[src/rtl/irig_b_pkg.sv]
// Shared constants and types for the IRIG-B (B00x) transmit encoder:
// frame layout, marker positions, FSM states and symbol kinds.
package irig_b_pkg;

  localparam int FRAME_BITS  = 100;
  localparam int NUM_MARKERS = 11;
  localparam int MARKER_POS [NUM_MARKERS] = '{0, 9, 19, 29, 39, 49, 59, 69, 79, 89, 99};

  function automatic logic [FRAME_BITS-1:0] build_marker_mask();
    logic [FRAME_BITS-1:0] m;
    m = '0;
    for (int i = 0; i < NUM_MARKERS; i++) m[MARKER_POS[i]] = 1'b1;
    return m;
  endfunction

  localparam logic [FRAME_BITS-1:0] MARKER_MASK = build_marker_mask();

  // LSB-first bit offsets of each BCD digit / binary field within the frame
  localparam int SEC_UNITS_OFS  = 1;
  localparam int SEC_TENS_OFS   = 6;
  localparam int MIN_UNITS_OFS  = 10;
  localparam int MIN_TENS_OFS   = 15;
  localparam int HOUR_UNITS_OFS = 20;
  localparam int HOUR_TENS_OFS  = 25;
  localparam int DAY_UNITS_OFS  = 30;
  localparam int DAY_TENS_OFS   = 35;
  localparam int DAY_HUND_OFS   = 40;
  localparam int YEAR_UNITS_OFS = 50;
  localparam int YEAR_TENS_OFS  = 55;
  localparam int CTRL_LO_OFS    = 60;
  localparam int CTRL_HI_OFS    = 70;
  localparam int SBS_LO_OFS     = 80;
  localparam int SBS_HI_OFS     = 90;

  typedef enum logic [2:0] {IDLE, WAIT, LOAD, SYM, END} state_t;
  typedef enum logic [1:0] {SYM_P, SYM_1, SYM_0} sym_t;

  typedef struct packed {
    logic [6:0]  sec_bcd;
    logic [6:0]  min_bcd;
    logic [5:0]  hour_bcd;
    logic [9:0]  day_bcd;
    logic [7:0]  year_bcd;
    logic [17:0] ctrl;
    logic [16:0] sbs;
  } time_fields_t;

endpackage

[src/rtl/irig_b_tx_encoder_if.sv]
// Time-field write bus from the time-keeping core into the IRIG-B encoder.
interface irig_b_tx_encoder_if;
  logic        tm_wr;
  logic [6:0]  sec_bcd;
  logic [6:0]  min_bcd;
  logic [5:0]  hour_bcd;
  logic [9:0]  day_bcd;
  logic [7:0]  year_bcd;
  logic [17:0] ctrl;
  logic [16:0] sbs;

  modport master (output tm_wr, sec_bcd, min_bcd, hour_bcd, day_bcd, year_bcd, ctrl, sbs);
  modport slave  (input  tm_wr, sec_bcd, min_bcd, hour_bcd, day_bcd, year_bcd, ctrl, sbs);
endinterface

[src/rtl/irig_b_frame_map.sv]
// Combinational placement of the time/control fields into the 100 data bits
// of an IRIG-B frame; marker positions are left at 0 and handled by the top.
module irig_b_frame_map
  import irig_b_pkg::*;
(
  input  time_fields_t            fields,
  output logic [FRAME_BITS-1:0]   data
);

  always_comb begin
    // NOTE: default every bit first so no path through the block leaves data unassigned (no latch).
    data = '0;
    data[SEC_UNITS_OFS  +: 4] = fields.sec_bcd[3:0];
    data[SEC_TENS_OFS   +: 3] = fields.sec_bcd[6:4];
    data[MIN_UNITS_OFS  +: 4] = fields.min_bcd[3:0];
    data[MIN_TENS_OFS   +: 3] = fields.min_bcd[6:4];
    data[HOUR_UNITS_OFS +: 4] = fields.hour_bcd[3:0];
    data[HOUR_TENS_OFS  +: 2] = fields.hour_bcd[5:4];
    data[DAY_UNITS_OFS  +: 4] = fields.day_bcd[3:0];
    data[DAY_TENS_OFS   +: 4] = fields.day_bcd[7:4];
    data[DAY_HUND_OFS   +: 2] = fields.day_bcd[9:8];
    data[YEAR_UNITS_OFS +: 4] = fields.year_bcd[3:0];
    data[YEAR_TENS_OFS  +: 4] = fields.year_bcd[7:4];
    data[CTRL_LO_OFS    +: 9] = fields.ctrl[8:0];
    data[CTRL_HI_OFS    +: 9] = fields.ctrl[17:9];
    data[SBS_LO_OFS     +: 9] = fields.sbs[8:0];
    data[SBS_HI_OFS     +: 8] = fields.sbs[16:9];
  end

endmodule

[src/rtl/irig_b_tx_encoder.sv]
// IRIG-B B00x DC level-shift transmitter: latches live BCD time fields into a
// frame register and sends it as 100 PWM symbols, optionally aligned to 1PPS.
module irig_b_tx_encoder
  import irig_b_pkg::*;
#(
  parameter int CLKS_PER_BIT = 1_250_000,
  parameter int P_HIGH       = 1_000_000,
  parameter int ONE_HIGH     = 625_000,
  parameter int ZERO_HIGH    = 250_000,
  parameter int PPS_ALIGN    = 1
) (
  input  logic                clk,
  input  logic                rst_n,
  input  logic                en,
  input  logic                pps,
  irig_b_tx_encoder_if.slave  tm,
  output logic                bcode_out,
  output logic                frame_start,
  output logic [6:0]          bit_idx,
  output logic                busy,
  output logic                pps_miss
);

  localparam int                CNT_W       = $clog2(CLKS_PER_BIT);
  localparam logic [CNT_W-1:0]  CNT_LAST    = CNT_W'(CLKS_PER_BIT - 1);
  localparam logic [CNT_W-1:0]  P_HIGH_C    = CNT_W'(P_HIGH);
  localparam logic [CNT_W-1:0]  ONE_HIGH_C  = CNT_W'(ONE_HIGH);
  localparam logic [CNT_W-1:0]  ZERO_HIGH_C = CNT_W'(ZERO_HIGH);
  localparam logic [6:0]        LAST_BIT    = 7'(FRAME_BITS - 1);

  if (!(0 < ZERO_HIGH && ZERO_HIGH < ONE_HIGH && ONE_HIGH < P_HIGH && P_HIGH < CLKS_PER_BIT))
  begin : g_bad_symbol_timing
    $error("irig_b_tx_encoder: need 0 < ZERO_HIGH < ONE_HIGH < P_HIGH < CLKS_PER_BIT");
  end

  state_t                  state, state_nx;
  time_fields_t            shadow, wr_fields, load_fields;
  logic [FRAME_BITS-1:0]   frame, frame_nx;
  logic [CNT_W-1:0]        cnt, high_cnt;
  sym_t                    cur_sym;
  logic                    cnt_last;

  assign wr_fields = '{sec_bcd:  tm.sec_bcd,  min_bcd:  tm.min_bcd,
                       hour_bcd: tm.hour_bcd, day_bcd:  tm.day_bcd,
                       year_bcd: tm.year_bcd, ctrl:     tm.ctrl,
                       sbs:      tm.sbs};

  // A write landing in the LOAD clock must reach this frame, so bypass the shadow.
  assign load_fields = tm.tm_wr ? wr_fields : shadow;

  irig_b_frame_map u_frame_map (
    .fields (load_fields),
    .data   (frame_nx)
  );

  assign cnt_last = (cnt == CNT_LAST);
  assign busy     = (state == LOAD) || (state == SYM) || (state == END);

  always_comb begin
    cur_sym = SYM_0;
    if (MARKER_MASK[bit_idx]) cur_sym = SYM_P;
    else if (frame[bit_idx])  cur_sym = SYM_1;
  end

  always_comb begin
    case (cur_sym)
      SYM_P:   high_cnt = P_HIGH_C;
      SYM_1:   high_cnt = ONE_HIGH_C;
      default: high_cnt = ZERO_HIGH_C;
    endcase
  end

  always_ff @(posedge clk or negedge rst_n) begin
    // NOTE: sequential state uses non-blocking assignments so every register samples pre-edge values.
    if (!rst_n) state <= IDLE;
    else        state <= state_nx;
  end

  always_comb begin
    state_nx = state;
    case (state)
      IDLE: if (en) state_nx = (PPS_ALIGN != 0) ? WAIT : LOAD;
      WAIT: begin
        if (pps)      state_nx = LOAD;
        else if (!en) state_nx = IDLE;
      end
      LOAD: state_nx = SYM;
      SYM:  if (cnt_last && bit_idx == LAST_BIT) state_nx = END;
      END: begin
        if (!en)                 state_nx = IDLE;
        else if (PPS_ALIGN != 0) state_nx = WAIT;
        else                     state_nx = LOAD;
      end
      default: state_nx = IDLE;
    endcase
  end

  always_ff @(posedge clk or negedge rst_n) begin
    if (!rst_n) begin
      // NOTE: shadow and frame registers are reset explicitly; a frame sent before any tm_wr is all-zero data.
      shadow      <= '0;
      frame       <= '0;
      cnt         <= '0;
      bit_idx     <= '0;
      bcode_out   <= 1'b0;
      frame_start <= 1'b0;
      pps_miss    <= 1'b0;
    end else begin
      bcode_out   <= 1'b0;
      frame_start <= 1'b0;
      pps_miss    <= pps && busy;
      if (tm.tm_wr) shadow <= wr_fields;
      case (state)
        LOAD: begin
          frame   <= frame_nx;
          bit_idx <= '0;
          cnt     <= '0;
        end
        SYM: begin
          // Output lags cnt by one clock, so bit 0 rises two clocks after the pps edge.
          bcode_out   <= (cnt < high_cnt);
          frame_start <= (cnt == '0) && (bit_idx == '0);
          if (cnt_last) begin
            cnt <= '0;
            if (bit_idx != LAST_BIT) bit_idx <= bit_idx + 7'd1;
          end else begin
            cnt <= cnt + CNT_W'(1);
          end
        end
        default: ;
      endcase
    end
  end

endmodule

[src/flat_wrapper.sv]
// flat-port wrapper written by rule: the top's interface ports become plain ports
module irig_b_tx_encoder_flat import irig_b_pkg::*;
#(
  parameter int CLKS_PER_BIT = 1_250_000,
  parameter int P_HIGH       = 1_000_000,
  parameter int ONE_HIGH     = 625_000,
  parameter int ZERO_HIGH    = 250_000,
  parameter int PPS_ALIGN    = 1
)
  (clk, rst_n, en, pps, bcode_out, frame_start, bit_idx, busy, pps_miss, tm_tm_wr, tm_sec_bcd, tm_min_bcd, tm_hour_bcd, tm_day_bcd, tm_year_bcd, tm_ctrl, tm_sbs);
  irig_b_tx_encoder_if tm_i ();
  input  logic clk;
  input  logic rst_n;
  input  logic en;
  input  logic pps;
  output logic bcode_out;
  output logic frame_start;
  output logic [6:0] bit_idx;
  output logic busy;
  output logic pps_miss;
  input wire logic [$bits(tm_i.tm_wr)-1:0] tm_tm_wr;
  input wire logic [$bits(tm_i.sec_bcd)-1:0] tm_sec_bcd;
  input wire logic [$bits(tm_i.min_bcd)-1:0] tm_min_bcd;
  input wire logic [$bits(tm_i.hour_bcd)-1:0] tm_hour_bcd;
  input wire logic [$bits(tm_i.day_bcd)-1:0] tm_day_bcd;
  input wire logic [$bits(tm_i.year_bcd)-1:0] tm_year_bcd;
  input wire logic [$bits(tm_i.ctrl)-1:0] tm_ctrl;
  input wire logic [$bits(tm_i.sbs)-1:0] tm_sbs;
  assign tm_i.tm_wr = tm_tm_wr;
  assign tm_i.sec_bcd = tm_sec_bcd;
  assign tm_i.min_bcd = tm_min_bcd;
  assign tm_i.hour_bcd = tm_hour_bcd;
  assign tm_i.day_bcd = tm_day_bcd;
  assign tm_i.year_bcd = tm_year_bcd;
  assign tm_i.ctrl = tm_ctrl;
  assign tm_i.sbs = tm_sbs;
  irig_b_tx_encoder #(.CLKS_PER_BIT(CLKS_PER_BIT), .P_HIGH(P_HIGH), .ONE_HIGH(ONE_HIGH), .ZERO_HIGH(ZERO_HIGH), .PPS_ALIGN(PPS_ALIGN)) u_core (.clk(clk), .rst_n(rst_n), .en(en), .pps(pps), .tm(tm_i), .bcode_out(bcode_out), .frame_start(frame_start), .bit_idx(bit_idx), .busy(busy), .pps_miss(pps_miss));
endmodule
[config.mk]
export PLATFORM = sky130hd
export DESIGN_NAME = irig_b_tx_encoder_flat
export DESIGN_NICKNAME = d
export VERILOG_FILES = /design/src/rtl/irig_b_pkg.sv /design/src/rtl/irig_b_tx_encoder_if.sv /design/src/rtl/irig_b_frame_map.sv /design/src/rtl/irig_b_tx_encoder.sv /design/src/flat_wrapper.sv
export SDC_FILE = /design/constraint.sdc
export NUM_CORES = 1
export LEC_CHECK = 0
export CAP_MARGIN = 20
export CORE_UTILIZATION = 51
export DETAILED_ROUTE_END_ITERATION = 10
export MAX_ROUTING_LAYER = met4
export PLACE_DENSITY = 0.75
export RECOVER_POWER = 25
export SYNTH_ARGS = -nofsm -noshare
export SYNTH_HDL_FRONTEND = slang
export SYNTH_SLANG_ARGS = --single-unit
[constraint.sdc]
create_clock -name clk -period 3.4 [get_ports clk]
set_input_delay 0.51 -clock clk [delete_from_list [all_inputs] [get_ports clk]]
set_output_delay 0.51 -clock clk [all_outputs]
set_load 0.02 [all_outputs]
## Yosys cells after proc, flatten, opt, wreduce, memory -nomap -nowiden

Memory sizes are Yosys's and may differ from the RTL's.
Index checks and enable logic that the tools add are counted.

- Bits in read-only memories: 128
- Output and inout bits: 11
- Memories kept: 1
- Flip-flop bits (word level): 180

- Equality and inequality tests: 13
- Add/subtract/negate cells: 2
- Magnitude comparators: 2
- Reductions and logical operators: 12
- Muxes and demuxes: 20

Memories:

| name | words | width | rd ports | clocked after Yosys merged registers in | write ports | RTL line | text |
|---|---|---|---|---|---|---|---|
| (no name shown) | 128 | 1 | 1 | 0 | 0 | irig_b_tx_encoder.sv:61 | `if (MARKER_MASK[bit_idx]) cur_sym = SYM_P;` |

Operators with widths:

| kind | number |
|---|---|
| $mux W73 | 1 |
| $pmux W21 S2 | 1 |
| $pmux W20 S2 | 1 |
| $add A21 B1 Y21 const B | 1 |
| $eq A21 B21 Y1 const B | 1 |
| $logic_not A21 Y1 | 1 |
| $lt A21 B20 Y1 | 1 |
| $mux W21 | 1 |
| $pmux W3 S5 | 1 |
| $mux W7 | 2 |
| $pmux W7 S2 | 1 |
| $mux W3 | 4 |
| $lt A7 B8 Y1 const B | 1 |
| $add A7 B1 Y7 const B | 1 |
| $bmux W1 S7 | 1 |
| $eq A7 B7 Y1 const B | 1 |
| $logic_not A7 Y1 | 1 |
| $ne A7 B7 Y1 const B | 1 |
| $eq A3 B2 Y1 const B | 2 |
| $ne A2 B2 Y1 const B | 3 |
| $reduce_and A3 Y1 | 2 |
| $mux W1 | 5 |
| $mux W2 | 2 |
| $eq A3 B1 Y1 const B | 1 |
| other kinds (9) | 12 |

## Depth between registers and ports, before layout

- Depth after elaboration: 8
- Gate-level depth with buffers: 18
- Mapped depth without buffers: 15

## Hierarchy

A second synthesis with hierarchy kept.

- Cell total of the unflattened synthesis: 825
- Area, all modules: 10446.3 µm²

By module, submodules not included:

| module | times used | cells an instance | area each (µm²) | seq. area each (µm²) |
|---|---|---|---|---|
| irig_b_tx_encoder | 1 | 724 | 9691.8 | 5180.0 |
| irig_b_frame_map | 1 | 101 | 754.5 | 0.0 |

## Worst setup path after synthesis

OpenSTA, ideal clock, no wires.

- Path type: register to register
- Start: reg u_core.bit_idx[1]
- End: reg u_core.bcode_out
- Path buffers: 3
- Arrival: 3516 ps
- Period minus slack after synthesis: 3637 ps
- Setup slack: -237 ps
- Cell stages (with the launch flop): 18
- Setup time: 120 ps
- Cells stage by stage: dfrtp_1 buf_6 buf_2 buf_4 inv_1 ha_1 a22o_1 a211oi_1 a211oi_1 a31oi_1 nand2_1 ha_1 o21ai_0 o21ai_0 o2111ai_1 a31o_2 nor3b_1 a41o_1

- Cells in the longest elaborated chain, start to end: 8

Ends and longest elaborated chain:

| what | RTL line | text |
|---|---|---|
| from (decl) | irig_b_tx_encoder.sv:19 | `output logic [6:0] bit_idx,` |
| from (signal assigned) | irig_b_tx_encoder.sv:125 | `if (bit_idx != LAST_BIT) bit_idx <= bit_idx + 7'd1;` |
| $bmux W1 S7 | irig_b_tx_encoder.sv:62 | `else if (frame[bit_idx]) cur_sym = SYM_1;` |
| $mux W1 (not written as such) | irig_b_tx_encoder.sv:62 |  |
| $mux W2 | irig_b_tx_encoder.sv:62 |  |
| $mux W2 * | irig_b_tx_encoder.sv:61 |  |
| $eq A2 B1 Y1 / $logic_not A2 Y1 (equally long branches) | irig_b_tx_encoder.sv:66 | `case (cur_sym)` |
| $pmux W20 S2 * | irig_b_tx_encoder.sv:66 |  |
| $lt A21 B20 Y1 * | irig_b_tx_encoder.sv:121 | `bcode_out <= (cnt < high_cnt);` |
| $mux W1 * | irig_b_tx_encoder.sv:113 | `case (state)` |
| to (signal assigned) | irig_b_tx_encoder.sv:121 |  |
| to (decl) | irig_b_tx_encoder.sv:17 | `output logic bcode_out,` |

Mark *: on every way between the ends. The rest lies on a longest branch, timed or not. The select of a mux whose other input is x is not followed.
A chain may end at the register's enable or synchronous reset.

## Worst setup path after layout

Same ends and word-level chain as after synthesis.

==> flow_metrics.py <==
metrics = {
    "finish": {
        "syn_to_final_growth_pct": 24.2,
        "antenna_cells": 0,
        "final_area_um2": 10500,
        "final_core_util": 0.656,
        "final_cells": 1011,
        "drive_above_1_share": 0.319,
        "nets": 880,
        "fill_cells": 1155,
    },
    "timing": {
        "tns_ns": -0.155,
        "slew_headroom": -0.456,
        "post-route-period-util": 1.05,
        "worst_slack_ns": -0.155,
        "period_minus_slack_ns": 3.56,
        "holdWs_ns": 0.486,
        "fin_skew_ns": 0.00857,
        "report.final.slew_viol_count": 91,
        "fmax_ghz": 0.281,
        "rsz0062_at_grt": "yes",
        "final-setup-viol-count": 1,
        "worst_pin_slew_ns": 2.18,
        "hold_viol_final": 0,
    },
    "die": {
        "io_pins": 89,
        "die_area_um2": 17100,
        "initial_core_util": 0.528,
        "die_w_um": 131,
        "dieHeight_um": 131,
        "core_um2": 16000,
        "rows": 46,
    },
    "pwr": {
        "finalPower_mw": 5.77,
        "leakagePower_nw": 4.52,
        "worst_ir_drop_vdd_v": 0.000359,
        "power_density_nw_per_um2": 550,
    },
    "synthesis": {
        "synth.net_count": 766,
        "synth_top_area_share": 0.533,
        "syn_area_um2": 8450,
        "yosys_warnings": 0,
        "yosys-top-cells-area": "dfrtp_1, mux2_2, ha_1",
        "ys_ff_latch": 180,
        "synth_area_leader_cell": "dfrtp_1",
        "ys_seq_area_frac": 0.533,
        "netlist_instances": 668,
        "synth-edff-count": 0,
        "avgSynthCellArea_um2": 12.6,
        "synth_ff_type": "dfrtp_1",
        "synthArstFlopShare": 1.00,
        "synth_cell_types": 63,
    },
    "worst_setup_path": {
        "criticalPathCategory": "flop to flop",
        "path_max_fanout": 6,
        "worstPathArrival_ns": 3.88,
        "crit_path_end_kind": "flop",
        "critical_path_required_ns": 3.73,
        "start_kind": "flop",
    },
    "clocking": {
        "cts_hold_buf": 0,
        "clk_latency_ns": 0.44,
        "cts_sinks": 180,
        "ctsHtreeMaxLevel": 4,
        "root_buffer": "clkbuf_16",
        "cts_tree": "yes",
        "cts_max_path_buffers": 2,
        "clk_pin_slew_worst_paths_ns": 0.07,
        "cts_buffers": 17,
    },
    "drt": {
        "ant_nets": 0,
        "drt_pass1_iterations": 5,
        "post_drt_wl_per_cell_um": 18.4,
        "finalWirelength_um": 18600,
        "vias_per_cell": 5.73,
        "drt_iter0_drc": 470,
        "vias": 5792,
        "route.detailed.drc": 0,
    },
    "outcome": {
        "status": "finished, violations left",
        "failed_checks": "max-capacitance violations, max-slew violations, negative setup slack",
    },
    "global_routing": {
        "antenna_found_initial": 0,
        "grt_usage": 0.241,
        "grt_pass1_vias": 6039,
        "grt_first_pass_wirelength_um": 30300,
        "grt_max_degree": 91,
        "grt_remaining_overflow": 0,
    },
    "placed_design": {
        "placed_cell_area_um2": 9740,
        "io_buffers": 88,
        "place_inst": 971,
        "dpl.hpwl_um": 13100,
        "gp_congestion": 0.943,
        "pre_cts_slack_ns": -0.343,
    },
    "worst_hold_path": {
        "hp-class": "flop to flop",
    },
    "flow_run": {
        "max-cap-violations": 1,
    },
}
==> routing by layer <==
layer / share of wire / track usage / vias to the layer above
li1: - / - / 2668
met2: 0.50 / 0.387 / 187
met3: 0.046 / 0.0456 / 51
met4: 0.030 / 0.106 / 0
met1: 0.43 / 0.297 / 2886
met5: 0 / - / -
==> cell usage after synthesis (all sizes together), types with 3 or more instances <==
cell type / number
nand3: 17
nand2b: 4
o211ai: 3
dfrtp: 180
o31ai: 7
buf: 9
nor2b: 10
and2: 6
o21ai: 29
nor3b: 4
and4: 5
mux4: 4
a211oi: 6
a221o: 4
nor2: 21
nor4: 7
and3: 8
mux2: 154
mux2i: 18
nand4: 6
a21oi: 9
clkbuf: 28
a22o: 3
ha: 20
a31oi: 9
xnor2: 7
xor2: 8
nor3: 8
nand2: 32
inv: 15
==> critical path: stages, from the launching register on <==
cell and delay, ns:
dfrtp_2 0.41, buf_4 0.17, mux2i_1 0.11, mux4_2 0.48
a221o_1 0.34, a311oi_2 0.25, a41o_2 0.22, nor2b_2 0.07
ha_1 0.32, a211oi_1 0.09, o21ai_1 0.21, o2111ai_2 0.14
a31o_2 0.23, nor3b_2 0.16, a41o_1 0.23
==> cell type report <==
| class | instances | area, um2 | share of cell area |
|---|---|---|---|
| flip-flops and latches | 180 | 4510 | 0.430 |
| inverters | 15 | 56.3 | 0.00537 |
| multi-input cells | 436 | 3830 | 0.365 |
| repair buffers | 132 | 1230 | 0.117 |
| clock buffers | 19 | 453 | 0.0432 |
| clock inverters | 13 | 148 | 0.0141 |
| well taps | 216 | 270 | 0.0258 |
==> where the power goes <==
group	leakage (nW)	internal (mW)	switching, mW	total, mW
Combinational	1.97	0.554	0.358	0.912
Clock	0.294	1.13	0.854	1.99
Sequential	2.26	2.58	0.294	2.87
==> what timing repair did <==
item                       4_1_cts  5_1_grt
pin swaps                       11        4
resized for setup               12        7
setup buffers                    7        0
setup endpoints to repair        1        1
==> cells by family (layout without fill, tap and decap cells) <==
| family | count (synthesis) | after routing | share of synthesized area |
|---|---|---|---|
| buffers and inverters | 52 | 179 | 0.0270 |
| adders and majority gates | 20 | 20 | 0.0296 |
| and+or+nand+nor | 137 | 137 | 0.0868 |
| muxes | 176 | 176 | 0.238 |
| AOI/OAI and AO/OA | 88 | 88 | 0.0699 |
| DFF | 180 | 180 | 0.533 |
| xor gates and xnor gates | 15 | 15 | 0.0155 |
==> worst paths after layout <==
check	startpoint	end	slack, ns	depth (start not counted)
worst max register to register	u_core.bit_idx[1]	u_core.bcode_out	-0.16	14
worst min-delay path	u_core.shadow[17]	u_core.shadow[17]	0.49	1
worst max-delay path	u_core.bit_idx[1]	u_core.bcode_out	-0.16	14
min in group asynchronous	rst_n	u_core.shadow[72]	0.71	1
worst min register to register	u_core.shadow[17]	u_core.shadow[17]	0.49	1
max in group asynchronous	rst_n	u_core.bit_idx[1]	1.28	1
==> sequential cells by signal, indices dropped and copies added (netlist names) <==
signal	count
u_core.pps_miss	1
u_core.cnt	21
u_core.state	3
u_core.shadow	73
u_core.bcode_out	1
u_core.frame	73
u_core.frame_start	1
u_core.bit_idx	7
==> cell usage in the layout, fill, tap and decap left out, types with 3 or more instances in the layout <==
cell | netlist | final
a211oi_1 | 6 | 4
a21oi_1 | 8 | 8
a221o_1 | 4 | 4
a22o_1 | 3 | 3
a31oi_1 | 9 | 8
and2_1 | 6 | 5
and3_1 | 8 | 8
and4_1 | 5 | 5
buf_4 | 1 | 39
buf_6 | 1 | 4
clkbuf_16 | 0 | 17
clkdlybuf4s50_1 | 0 | 86
clkinv_2 | 0 | 3
dfrtp_1 | 180 | 178
ha_1 | 20 | 17
ha_4 | 0 | 3
inv_1 | 14 | 13
mux2_1 | 0 | 4
mux2_2 | 153 | 149
mux2i_1 | 18 | 18
mux4_2 | 3 | 3
nand2_1 | 32 | 31
nand2b_1 | 4 | 3
nand3_1 | 17 | 17
nand4_1 | 6 | 6
nor2_1 | 21 | 20
nor2b_1 | 10 | 9
nor3_1 | 8 | 8
nor4_1 | 7 | 7
o211ai_1 | 3 | 3
o21ai_0 | 29 | 27
o31ai_1 | 7 | 7
xnor2_1 | 7 | 7
xor2_1 | 8 | 8
(Power assumes the default switching activity.)
